--- src/rtl/camera_stream_rx.sv ---
`default_nettype none
// ============================================================================
// Module      : camera_stream_rx
// Description : Parallel camera pixel interface receiver. Tracks x/y position,
//               forwards qualified pixels with coordinates and frame/line
//               markers, and checks each frame against HPIX x VPIX.
// Revision    : 1.0 - initial release
// ============================================================================
module camera_stream_rx #(
  parameter int HPIX = 640,
  parameter int VPIX = 400,
  parameter int DW   = 10
) (
  input  logic          clk,
  input  logic          reset_n,
  input  logic          fv,
  input  logic          lv,
  input  logic          pix_en,
  input  logic [DW-1:0] pix_data,
  output logic          out_valid,
  output logic [DW-1:0] out_data,
  output logic [15:0]   out_x,
  output logic [15:0]   out_y,
  output logic          out_sof,
  output logic          out_eol,
  output logic          frame_done,
  output logic [15:0]   last_width,
  output logic [15:0]   last_height,
  output logic [7:0]    frame_count,
  output logic          err_width,
  output logic          err_height
);

  localparam logic [15:0] c_hpix      = 16'(HPIX);
  localparam logic [15:0] c_vpix      = 16'(VPIX);
  localparam logic [15:0] c_hpix_last = 16'(HPIX - 1);

  typedef enum logic [1:0] {
    ST_SYNC     = 2'd0,
    ST_WAIT     = 2'd1,
    ST_IN_FRAME = 2'd2
  } state_t;

  state_t        r_state;
  logic          r_fv;
  logic          r_lv;
  logic          r_pix_en;
  logic [DW-1:0] r_pix_data;
  logic          r_fv_d;
  logic          r_lv_d;
  logic          r_primed;
  logic          r_first_pix;
  logic [15:0]   r_x;
  logic [15:0]   r_y;

  logic          w_fv_rise;
  logic          w_fv_fall;
  logic          w_lv_fall;
  logic          w_pix;
  logic          w_close;
  logic [15:0]   w_y_closed;

  function automatic logic [15:0] sat_inc(input logic [15:0] v);
    return (v == 16'hFFFF) ? v : v + 16'd1;
  endfunction

  // Input capture stage plus one-cycle history for edge detection. r_primed
  // marks that stage 1 holds a real sample rather than the reset value, so
  // the SYNC state cannot mistake reset for a genuine vertical blank.
  always_ff @(posedge clk or negedge reset_n) begin
    if (!reset_n) begin
      r_fv       <= 1'b0;
      r_lv       <= 1'b0;
      r_pix_en   <= 1'b0;
      r_pix_data <= '0;
      r_fv_d     <= 1'b0;
      r_lv_d     <= 1'b0;
      r_primed   <= 1'b0;
    end else begin
      r_fv       <= fv;
      r_lv       <= lv;
      r_pix_en   <= pix_en;
      r_pix_data <= pix_data;
      r_fv_d     <= r_fv;
      r_lv_d     <= r_lv;
      r_primed   <= 1'b1;
    end
  end

  assign w_fv_rise  = r_fv & ~r_fv_d;
  assign w_fv_fall  = ~r_fv & r_fv_d;
  assign w_lv_fall  = ~r_lv & r_lv_d;
  assign w_pix      = r_pix_en & r_lv & r_fv;
  // A line is closed by lv falling or by fv falling; empty lines are blanking.
  assign w_close    = (w_lv_fall | w_fv_fall) & (r_x != 16'd0);
  assign w_y_closed = w_close ? sat_inc(r_y) : r_y;

  // Frame tracking FSM with registered pixel outputs and status pulses.
  always_ff @(posedge clk or negedge reset_n) begin
    if (!reset_n) begin
      r_state     <= ST_SYNC;
      r_first_pix <= 1'b0;
      r_x         <= '0;
      r_y         <= '0;
      out_valid   <= 1'b0;
      out_data    <= '0;
      out_x       <= '0;
      out_y       <= '0;
      out_sof     <= 1'b0;
      out_eol     <= 1'b0;
      frame_done  <= 1'b0;
      last_width  <= '0;
      last_height <= '0;
      frame_count <= '0;
      err_width   <= 1'b0;
      err_height  <= 1'b0;
    end else begin
      out_valid  <= 1'b0;
      out_sof    <= 1'b0;
      out_eol    <= 1'b0;
      frame_done <= 1'b0;
      err_width  <= 1'b0;
      err_height <= 1'b0;
      case (r_state)
        ST_SYNC: begin
          if (r_primed && !r_fv) begin
            r_state <= ST_WAIT;
          end
        end
        ST_WAIT: begin
          if (w_fv_rise) begin
            r_state     <= ST_IN_FRAME;
            r_x         <= '0;
            r_y         <= '0;
            r_first_pix <= 1'b1;
          end
        end
        ST_IN_FRAME: begin
          if (w_pix) begin
            out_valid   <= 1'b1;
            out_data    <= r_pix_data;
            out_x       <= r_x;
            out_y       <= r_y;
            out_sof     <= r_first_pix;
            out_eol     <= (r_x == c_hpix_last);
            r_first_pix <= 1'b0;
            r_x         <= sat_inc(r_x);
          end
          if (w_close) begin
            last_width <= r_x;
            err_width  <= (r_x != c_hpix);
            r_y        <= w_y_closed;
            r_x        <= '0;
          end
          if (w_fv_fall) begin
            last_height <= w_y_closed;
            frame_count <= frame_count + 8'd1;
            frame_done  <= 1'b1;
            err_height  <= (w_y_closed != c_vpix);
            r_state     <= ST_WAIT;
          end
        end
        default: begin
          r_state <= ST_SYNC;
        end
      endcase
    end
  end

endmodule
`default_nettype wire

--- config.mk ---
export PLATFORM = sky130hd
export DESIGN_NAME = camera_stream_rx
export DESIGN_NICKNAME = d
export VERILOG_FILES = /design/src/rtl/camera_stream_rx.sv
export SDC_FILE = /design/constraint.sdc
export NUM_CORES = 1
export LEC_CHECK = 0
export CORE_MARGIN = 1
export CORE_UTILIZATION = 55
export CTS_BUF_LIST = sky130_fd_sc_hd__clkbuf_8
export DETAILED_ROUTE_END_ITERATION = 10
export PLACE_DENSITY_LB_ADDON = 0.08
export SKIP_LAST_GASP = 1
export SLEW_MARGIN = 40
export SYNTH_ARGS = -nofsm -noshare
export SYNTH_HDL_FRONTEND = slang
export SYNTH_SLANG_ARGS = --single-unit
--- constraint.sdc ---
create_clock -name clk -period 3.3 [get_ports clk]
set_input_delay 0.33 -clock clk [delete_from_list [all_inputs] [get_ports clk]]
set_output_delay 0.33 -clock clk [all_outputs]
set_load 0.05 [all_outputs]
==> Flow_metrics.wiki, run 1 <==
{| class="wikitable"
! Metric !! Value
|-
| Achievable clock frequency || between 300 and 400 MHz
|-
| Final number of setup-violating endpoints || 0
|-
| Die height || about 110 um
|-
| Delay contributed by the slowest stage of the critical path || about 700 ps
|-
| Post-synthesis share of cell area spent on full adders, half adders and majority gates || less than 1%
|-
| Buffers from clock root to sink, at most || 2
|-
| Largest driver fanout on the critical path || 22
|-
| Sw Ratio || between 20% and 30%
|-
| Outcome || completed
|-
| Number of buffers and inverters on the critical path || 0
|-
| Filler Cell Count || 751
|-
| Dominant combinational cell family by area after synthesis || simple AND/OR/NAND/NOR gates
|-
| Detailed-routing iteration count for the pre-antenna-repair pass || 4
|-
| Fin. max-slew vios || 0
|-
| Tightest Pin Transition || between 700 and 800 ps
|-
| Final count of hold timing violations || 0
|-
| Setup repair after global routing missed its margin || false
|-
| Compound-Gate Fraction of Synth Area || between 6 and 7%
|-
| DRC violation total after the first TritonRoute iteration || approximately 150
|-
| Cells traversed along the worst timing path || ha_1 -> nand4_1 -> nor4_1 -> nor3_4 -> or3_1 -> a211oi_1 -> and4_1 -> a31oi_1
|-
| First-pass GRT wire length || 21400 um
|-
| Clock H-tree levels || 4
|-
| Largest net degree at the start of global routing || 83
|-
| Routed via count divided by cell count || between 5 and 6
|-
| Combinational fraction of design power || between 10% and 20%
|-
| Initial core utilization || 57.0%
|-
| Min Clock Period, post-route || 2880 ps
|-
| Placeable core region || between 10000 and 15000 um^2
|-
| Width of the die || 106 um
|-
| Net load switching power || around 1100 uW
|-
| Internal power consumption || between 2000 and 3000 uW
|-
| Aggregate negative setup slack || 0 ps
|-
| Area of all sequential standard cells || about 3500 um^2
|-
| Drc violations || 0
|-
| Number of top-level pins || slightly above 100
|-
| Placement row count || 37
|-
| Type of destination of the critical path || register
|-
| Data arrival at the endpoint of the critical path || 3190 ps
|-
| Remaining max-slew budget at the tightest pin || approximately half
|-
| Combined global-route utilization of all metal layers || ~25%
|-
| Count of port buffers added during placement || ~100
|-
| Placed Area || slightly above 7000 um^2
|-
| Max_cap viols || 0
|-
| Worst Path Required || about 3600 ps
|-
| Crit share post-route || between 80 and 90%
|-
| Number of synthesis warnings || 0
|-
| Slowest-stage cell, CP || sky130_fd_sc_hd__nor4_1
|-
| Vias in the first global route || ~4300
|-
| Clock tree from TritonCTS || done
|-
| Total power divided by cell area || 543 nW/um^2
|-
| HPWL after detailed placement || 8920 um
|-
| CTS Root Buffer Type || sky130_fd_sc_hd__clkbuf_8
|-
| Aggregate global routing overflow || 0
|-
| Number of clock sinks seen by CTS || ~140
|-
| Post-layout nets || between 600 and 700
|-
| Synthesized Nets || 554
|-
| Register bit total from synthesis || 139
|-
| Diodes inserted || 0
|-
| Fraction of layout cells with a size suffix above 1 || around 15%
|-
| Share of flip-flops with an asynchronous set or reset after synthesis || 100%
|-
| Basic-gate share of the synthesized area counting and, or, nand and nor cells || 16.8%
|-
| TritonCTS buffer count || 17
|-
| Leakage power || between 0.003 and 0.004 uW
|-
| Count of vias placed by the detailed router || approximately 4300
|-
| Avg Cell Area, Syn || 11.1 um^2
|-
| Average wire per cell in the routed design || 16.6 um
|-
| Final worst clock skew || between 6 and 7 ps
|-
| Portion of the post-synthesis area used by sequential elements || 58.8%
|-
| Synth-to-layout area growth || 28.0%
|-
| Mux cell area share after synthesis || 9.01%
|-
| Worst-case vdd ir drop || roughly 560 uV
|-
| Final Routed Wirelength || 13100 um
|-
| Latest clock arrival within the worst-skew pair || about 440 ps
|-
| Sort of element at the start of the critical path || register
|-
| Count of hold buffers inserted by post-cts repair || 1
|-
| Top_reg_cell synth || sky130_fd_sc_hd__dfrtp_1
|-
| Cell area after layout || 7570 um^2
|-
| Die outline area || about 11000 um^2
|-
| Number of antenna-violating nets in the routed design || 0
|-
| Total area of multi-input combinational cells || between 2000 and 2500 um^2
|-
| Part of the total power dissipated in the clock network || between 30% and 40%
|-
| Critical path class || register to register
|-
| Post-synth design cell area || 5920 um^2
|-
| Cts repair resizes || 0
|-
| Worst hold path class || input port to register
|-
| Number of enable-type register cells in the synthesized netlist || 0
|-
| Placer's final routability congestion estimate || about 0.89
|-
| Initial antenna violation count || 0
|-
| Mapped Cells || between 500 and 600
|-
| Postcts setup bufs || 0
|-
| CP top delay family || simple AND/OR/NAND/NOR gates
|-
| Post-synthesis xor/xnor area fraction || a little over 5%
|-
| Clk slew on worst S/H paths || approximately 80 ps
|-
| Power share of the sequential group || a little under half
|-
| Netlist cell types || 48
|}
-- cell type report --
cell class | count | area share (%)
flip-flops and latches | 139 | 45.9
multi-input cells | 358 | 30.4
repair buffers | 114 | 14.9
clock buffers | 19 | 3.45
clock inverters | 13 | 2.63
well taps | 136 | 2.25
inverters | 9 | 0.446
-- cell usage in the layout, fill, tap and decap left out, types with 5 or more instances in the layout --
cell,instances
sky130_fd_sc_hd__nor4_1,5
sky130_fd_sc_hd__inv_1,11
sky130_fd_sc_hd__mux2i_1,6
sky130_fd_sc_hd__dfrtp_1,139
sky130_fd_sc_hd__clkbuf_8,19
sky130_fd_sc_hd__nand4_1,18
sky130_fd_sc_hd__xor2_1,23
sky130_fd_sc_hd__a21oi_1,6
sky130_fd_sc_hd__bufinv_16,5
sky130_fd_sc_hd__nor2_1,26
sky130_fd_sc_hd__clkdlybuf4s50_1,101
sky130_fd_sc_hd__mux2_2,42
sky130_fd_sc_hd__buf_4,10
sky130_fd_sc_hd__nand3_1,14
sky130_fd_sc_hd__o21ai_0,36
sky130_fd_sc_hd__and3_1,6
sky130_fd_sc_hd__o31ai_1,6
sky130_fd_sc_hd__xnor2_1,12
sky130_fd_sc_hd__nand2_1,97
-- routing by layer --
layer	global-route usage, %	part of all wire (%)	routed length, um	up-vias
met5	0	0	0	-
met4	12.3	3.3	427	0
met3	5.63	4.7	618	34
met2	41.2	50	6490	153
met1	31.1	42	5520	2102
li1	-	-	-	2049
-- cells in the mapped netlist (2+ instances only) --
library cell / instances / area [um^2]
sky130_fd_sc_hd__nor3_1: 2 / 10.0
sky130_fd_sc_hd__inv_1: 9 / 33.8
sky130_fd_sc_hd__a211o_1: 2 / 17.5
sky130_fd_sc_hd__mux2_2: 42 / 473
sky130_fd_sc_hd__o31ai_1: 7 / 52.6
sky130_fd_sc_hd__nand2b_1: 3 / 18.8
sky130_fd_sc_hd__or4_4: 2 / 22.5
sky130_fd_sc_hd__or3_1: 4 / 25.0
sky130_fd_sc_hd__clkbuf_1: 24 / 90.1
sky130_fd_sc_hd__and2_1: 4 / 25.0
sky130_fd_sc_hd__a21oi_1: 6 / 30.0
sky130_fd_sc_hd__and3_1: 6 / 37.5
sky130_fd_sc_hd__and4_1: 4 / 35.0
sky130_fd_sc_hd__nor2_1: 27 / 101
sky130_fd_sc_hd__dfrtp_1: 139 / 3480
sky130_fd_sc_hd__xnor2_1: 12 / 105
sky130_fd_sc_hd__nand4_1: 18 / 113
sky130_fd_sc_hd__nor3b_1: 4 / 30.0
sky130_fd_sc_hd__a31oi_1: 3 / 18.8
sky130_fd_sc_hd__mux2i_1: 6 / 60.1
sky130_fd_sc_hd__nand2_1: 97 / 364
sky130_fd_sc_hd__nor4_1: 5 / 31.3
sky130_fd_sc_hd__o21ai_1: 3 / 15.0
sky130_fd_sc_hd__nor2b_1: 4 / 25.0
sky130_fd_sc_hd__nand3_1: 14 / 70.1
sky130_fd_sc_hd__or2_2: 3 / 18.8
sky130_fd_sc_hd__o21ai_0: 36 / 180
sky130_fd_sc_hd__xor2_1: 23 / 201
sky130_fd_sc_hd__ha_1: 4 / 50.1
sky130_fd_sc_hd__buf_2: 4 / 20.0
-- power by group through the flow --
stage	clock network [uW]	logic (uW)	registers [uW]
6_report	1580	669	1870
2_1_floorplan	0	154	2160
4_1_cts	1600	677	1870
3_5_place_dp	0	674	1900
3_3_place_gp	0	665	1890
5_1_grt	1670	708	1880
-- worst reg2reg max path, stage by stage (launching register included) --
cell,delay (ps)
sky130_fd_sc_hd__dfrtp_1,470
sky130_fd_sc_hd__ha_1,270
sky130_fd_sc_hd__nand4_1,190
sky130_fd_sc_hd__nor4_1,680
sky130_fd_sc_hd__nor3_4,240
sky130_fd_sc_hd__or3_1,370
sky130_fd_sc_hd__a211oi_1,250
sky130_fd_sc_hd__and4_1,220
sky130_fd_sc_hd__a31oi_1,80
-- sequential cells by signal, summed over array words and instances, names as in the netlist, 2 cells and up --
signal and flops:
out_data 10, last_width 16, out_y 16, frame_count 8
r_pix_data 10, r_state 2, r_y 16, out_x 16
r_x 16, last_height 16
-- cell families (layout without fill, tap and decap cells) --
logic type,Yosys count,in the layout
muxes,48,48
DFF,139,139
and+or+nand+nor,203,203
buffers and inverters,38,155
AOI/OAI and AO/OA,67,67
xor gates and xnor gates,35,35
other,1,1
adders and majority gates,4,4
-- path summary, 6_finish.rpt --
kind,depth (start not counted),slack [ps],startpoint,endpoint
setup / recovery,8,420,r_y[0],err_height
hold / removal,1,320,pix_data[1],r_pix_data[1]
setup reg to reg,8,420,r_y[0],err_height
hold reg to reg,0,440,r_lv,r_lv_d
max in group asynchronous,3,1990,reset_n,last_width[9]
min in group asynchronous,2,480,reset_n,frame_count[3]
-- stage by stage --
| step | cells | setup slack (ps) | util [%] | power [uW] | hold slack (ps) |
|---|---|---|---|---|---|
| floorplan | 535 | 915 | - | 2310 | 34.4 |
| global placement | 755 | 454 | 68.4 | 2560 | 416 |
| detailed placement | 755 | 429 | 68.5 | 2570 | 421 |
| CTS | 788 | 419 | 73.0 | 4140 | 311 |
| global route | 788 | 195 | 73.0 | 4260 | 302 |
| finish | 788 | 424 | 73.0 | 4110 | 319 |
Power figures use the tool's default switching activity.
==> run 2, diff against run 1 <==
--- a/config.mk
+++ b/config.mk
@@ -5,7 +5,7 @@
 export SDC_FILE = /design/constraint.sdc
 export NUM_CORES = 1
 export LEC_CHECK = 0
-export CORE_MARGIN = 1
+export CORE_MARGIN = 5
 export CORE_UTILIZATION = 55
 export CTS_BUF_LIST = sky130_fd_sc_hd__clkbuf_8
 export DETAILED_ROUTE_END_ITERATION = 10
==> run 2 against run 1 <==
Non-clock buffer count is 7 higher; clock power is 10% lower; sequential cell count stayed put; setup slack worse by 110 ps; clock skew is 0.78 ps higher; utilization is 0.26 points lower; design area hardly changed.
==> Flow_metrics.wiki, run 2 (synthesis gave the netlist of run 1 again) <==
{| class="wikitable"
! Metric !! Value
|-
| Filler Cell Count || 787 (+4.8%)
|-
| Leading cell types in the layout, fill and taps excluded || sky130_fd_sc_hd__dfrtp_1, sky130_fd_sc_hd__clkdlybuf4s50_1, sky130_fd_sc_hd__nand2_1
|-
| Routed via count divided by cell count || 5.51 (+0.17%)
|-
| Number of clock sinks seen by CTS || 139 (unchanged)
|-
| Worst Path Required || 3630 ps (about the same)
|-
| CP endpoint || r_y[1]
|-
| DRC violation total after the first TritonRoute iteration || 293 (+94%)
|-
| Aggregate global routing overflow || 0 (unchanged)
|-
| Final worst clock skew || 7.46 ps (+0.781 ps)
|-
| Max_cap viols || 0 (unchanged)
|-
| Die height || 114 um (+7.6%)
|-
| Aggregate negative setup slack || 0 ps (unchanged)
|-
| Reg-to-reg endpoint || r_y[1]
|-
| Number of antenna-violating nets in the routed design || 0 (unchanged)
|-
| HPWL after detailed placement || 9520 um (+6.8%)
|-
| Clock H-tree levels || 4 (unchanged)
|-
| Buffers from clock root to sink, at most || 2 (unchanged)
|-
| Min Clock Period, post-route || 2990 ps (+110 ps)
|-
| Setup WS pre-CTS || 385 ps (-44.1 ps)
|-
| Outcome || completed
|-
| Largest net degree at the start of global routing || 113 (+36%)
|-
| Tightest Pin Transition || 727 ps (-23.5 ps)
|-
| Remaining max-slew budget at the tightest pin || 51.1% (+1.3 points)
|-
| Diodes inserted || 0 (unchanged)
|-
| Most frequent standard cell in the layout excluding fill and tap cells || sky130_fd_sc_hd__dfrtp_1
|-
| Synth-to-layout area growth || 28.1% (about the same)
|-
| Register-to-Register Setup Slack || 310 ps (-110 ps)
|-
| Largest driver fanout on the critical path || 20 (-9.1%)
|-
| Initial core utilization || 56.8% (-0.25 points)
|-
| Average wire per cell in the routed design || 17.1 um (+3.5%)
|-
| Count of cells along the worst register-to-register path || 6 (-2)
|-
| Internal power consumption || 2790 uW (-6.1%)
|-
| Count of port buffers added during placement || 102 (unchanged)
|-
| Sort of element at the start of the critical path || register
|-
| Worst-case vdd ir drop || 483 uV (-14%)
|-
| Area of all sequential standard cells || 3480 um^2 (unchanged)
|-
| CTS Root Buffer Type || sky130_fd_sc_hd__clkbuf_8
|-
| Clock tree from TritonCTS || done
|-
| Crit share post-route || 90.5% (+3.3 points)
|-
| Final number of setup-violating endpoints || 0 (unchanged)
|-
| Fraction of layout cells with a size suffix above 1 || 15.6% (+1.1 points)
|-
| Placeable core region || 10400 um^2 (+0.45%)
|-
| Part of the total power dissipated in the clock network || 35.8% (-2.6 points)
|-
| Final count of hold timing violations || 0 (unchanged)
|-
| TritonCTS buffer count || 17 (unchanged)
|-
| Clk slew on worst S/H paths || 80 ps (about the same)
|-
| Achievable clock frequency || 335 MHz (-3.7%)
|-
| Net load switching power || 1180 uW (+3.2%)
|-
| Launch instance of the worst register-to-register path || r_x[11]
|-
| Detailed-routing iteration count for the pre-antenna-repair pass || 5 (+1)
|-
| Initial antenna violation count || 0 (unchanged)
|-
| Placer's final routability congestion estimate || 0.875 (-1.5%)
|-
| Final worst setup slack || 313 ps (-110 ps)
|-
| Placed cell count || 761 (+0.79%)
|-
| Width of the die || 114 um (+7.6%)
|-
| Total area of multi-input combinational cells || 2290 um^2 (-0.27%)
|-
| Total power divided by cell area || 524 nW/um^2 (-3.6%)
|-
| Critical path class || register to register
|-
| Final Routed Wirelength || 13600 um (+4.4%)
|-
| Drc violations || 0 (unchanged)
|-
| Sw Ratio || 29.8% (+1.9 points)
|-
| Worst hold path class || input port to register
|-
| First-pass GRT wire length || 22900 um (+7.1%)
|-
| Postcts setup bufs || 0 (unchanged)
|-
| Vias in the first global route || 4551 (+5.0%)
|-
| Number of top-level pins || 103 (unchanged)
|-
| Leakage power || 0.00347 uW (+0.42%)
|-
| Data arrival at the endpoint of the critical path || 3320 ps (+130 ps)
|-
| Setup repair after global routing missed its margin || false
|-
| Placement row count || 37 (unchanged)
|-
| Fin. max-slew vios || 0 (unchanged)
|-
| Combinational fraction of design power || 17.1% (+0.8 points)
|-
| Count of vias placed by the detailed router || 4384 (+1.1%)
|-
| Post-layout nets || 665 (+1.1%)
|-
| Power share of the sequential group || 47.0% (+1.7 points)
|-
| Launch point of the critical path || r_x[11]
|-
| Non-filler instance count after layout || 795 (+0.89%)
|-
| Cts repair resizes || 0 (unchanged)
|-
| Type of destination of the critical path || register
|-
| Combined global-route utilization of all metal layers || 22.4% (-2.6 points)
|-
| Latest clock arrival within the worst-skew pair || 440 ps (about the same)
|-
| Die outline area || 12900 um^2 (+16%)
|}
-- run 2: cell count changes in the layout (fill, tap and decap cells not counted), sizes merged --
cell | before | now
bufinv | 5 | 3
clkinv | 3 | 6
clkbuf | 19 | 17
buf | 12 | 19
inv | 11 | 12
-- run 2: routing by layer --
| layer | up-vias | global-route usage [%] | part of all wire [%] |
|---|---|---|---|
| met5 | - | 0 | 0 |
| li1 | 2067 | - | - |
| met2 | 104 | 38.1 | 51 |
| met4 | 0 | 9.70 | 2.2 |
| met1 | 2191 | 28.3 | 43 |
| met3 | 22 | 3.87 | 4.1 |
-- run 2: worst min path at each step --
stage / startpoint / to / slack [ps] / depth (start not counted)
after floorplan: reset_n / err_height / 30 / 0
after global placement: r_lv / r_lv_d / 410 / 0
after detailed placement: r_lv / r_lv_d / 410 / 0
after CTS: pix_data[0] / r_pix_data[0] / 300 / 1
after global routing: pix_data[2] / r_pix_data[2] / 300 / 1
final: pix_data[0] / r_pix_data[0] / 320 / 1
-- run 2: power groups by stage --
| stage | clock, uW | combinational, uW | sequential [uW] |
|---|---|---|---|
| 2_1_floorplan | 0 | 154 | 2160 |
| 3_3_place_gp | 0 | 672 | 1890 |
| 3_5_place_dp | 0 | 683 | 1900 |
| 4_1_cts | 1450 | 685 | 1870 |
| 5_1_grt | 1520 | 720 | 1880 |
| 6_report | 1420 | 681 | 1870 |
-- run 2: critical path, cell delays in order (launching register included) --
cell and delay (ps):
sky130_fd_sc_hd__dfrtp_1 460, sky130_fd_sc_hd__or4_4 590, sky130_fd_sc_hd__nor4_4 470, sky130_fd_sc_hd__nor2_1 160, sky130_fd_sc_hd__nand2_1 370, sky130_fd_sc_hd__inv_1 430
sky130_fd_sc_hd__a32o_1 380
-- run 2: per-stage QoR --
step | util, % | power [uW] | area [um^2] | hold WS (ps)
after floorplan | - | 2310 | 5920 | 34.4
after global placement | 68.4 | 2570 | 7130 | 408
after detailed placement | 68.5 | 2590 | 7130 | 408
after CTS | 72.5 | 4000 | 7550 | 295
after global routing | 72.7 | 4120 | 7580 | 301
final | 72.7 | 3970 | 7580 | 317
-- run 2: layout make-up --
type	count	share of cell area [%]
Clock buffer	17	3.09
Clock inverter	15	2.31
Inverter	9	0.446
Multi-Input combinational cell	358	30.3
Sequential cell	139	45.9
Tap cell	136	2.25
Timing Repair Buffer	121	15.7
-- run 2: what timing repair did --
action	CTS	global route
hold buffers	1	0
endpoints found under the hold margin	110	0
endpoints found under the setup margin	0	0
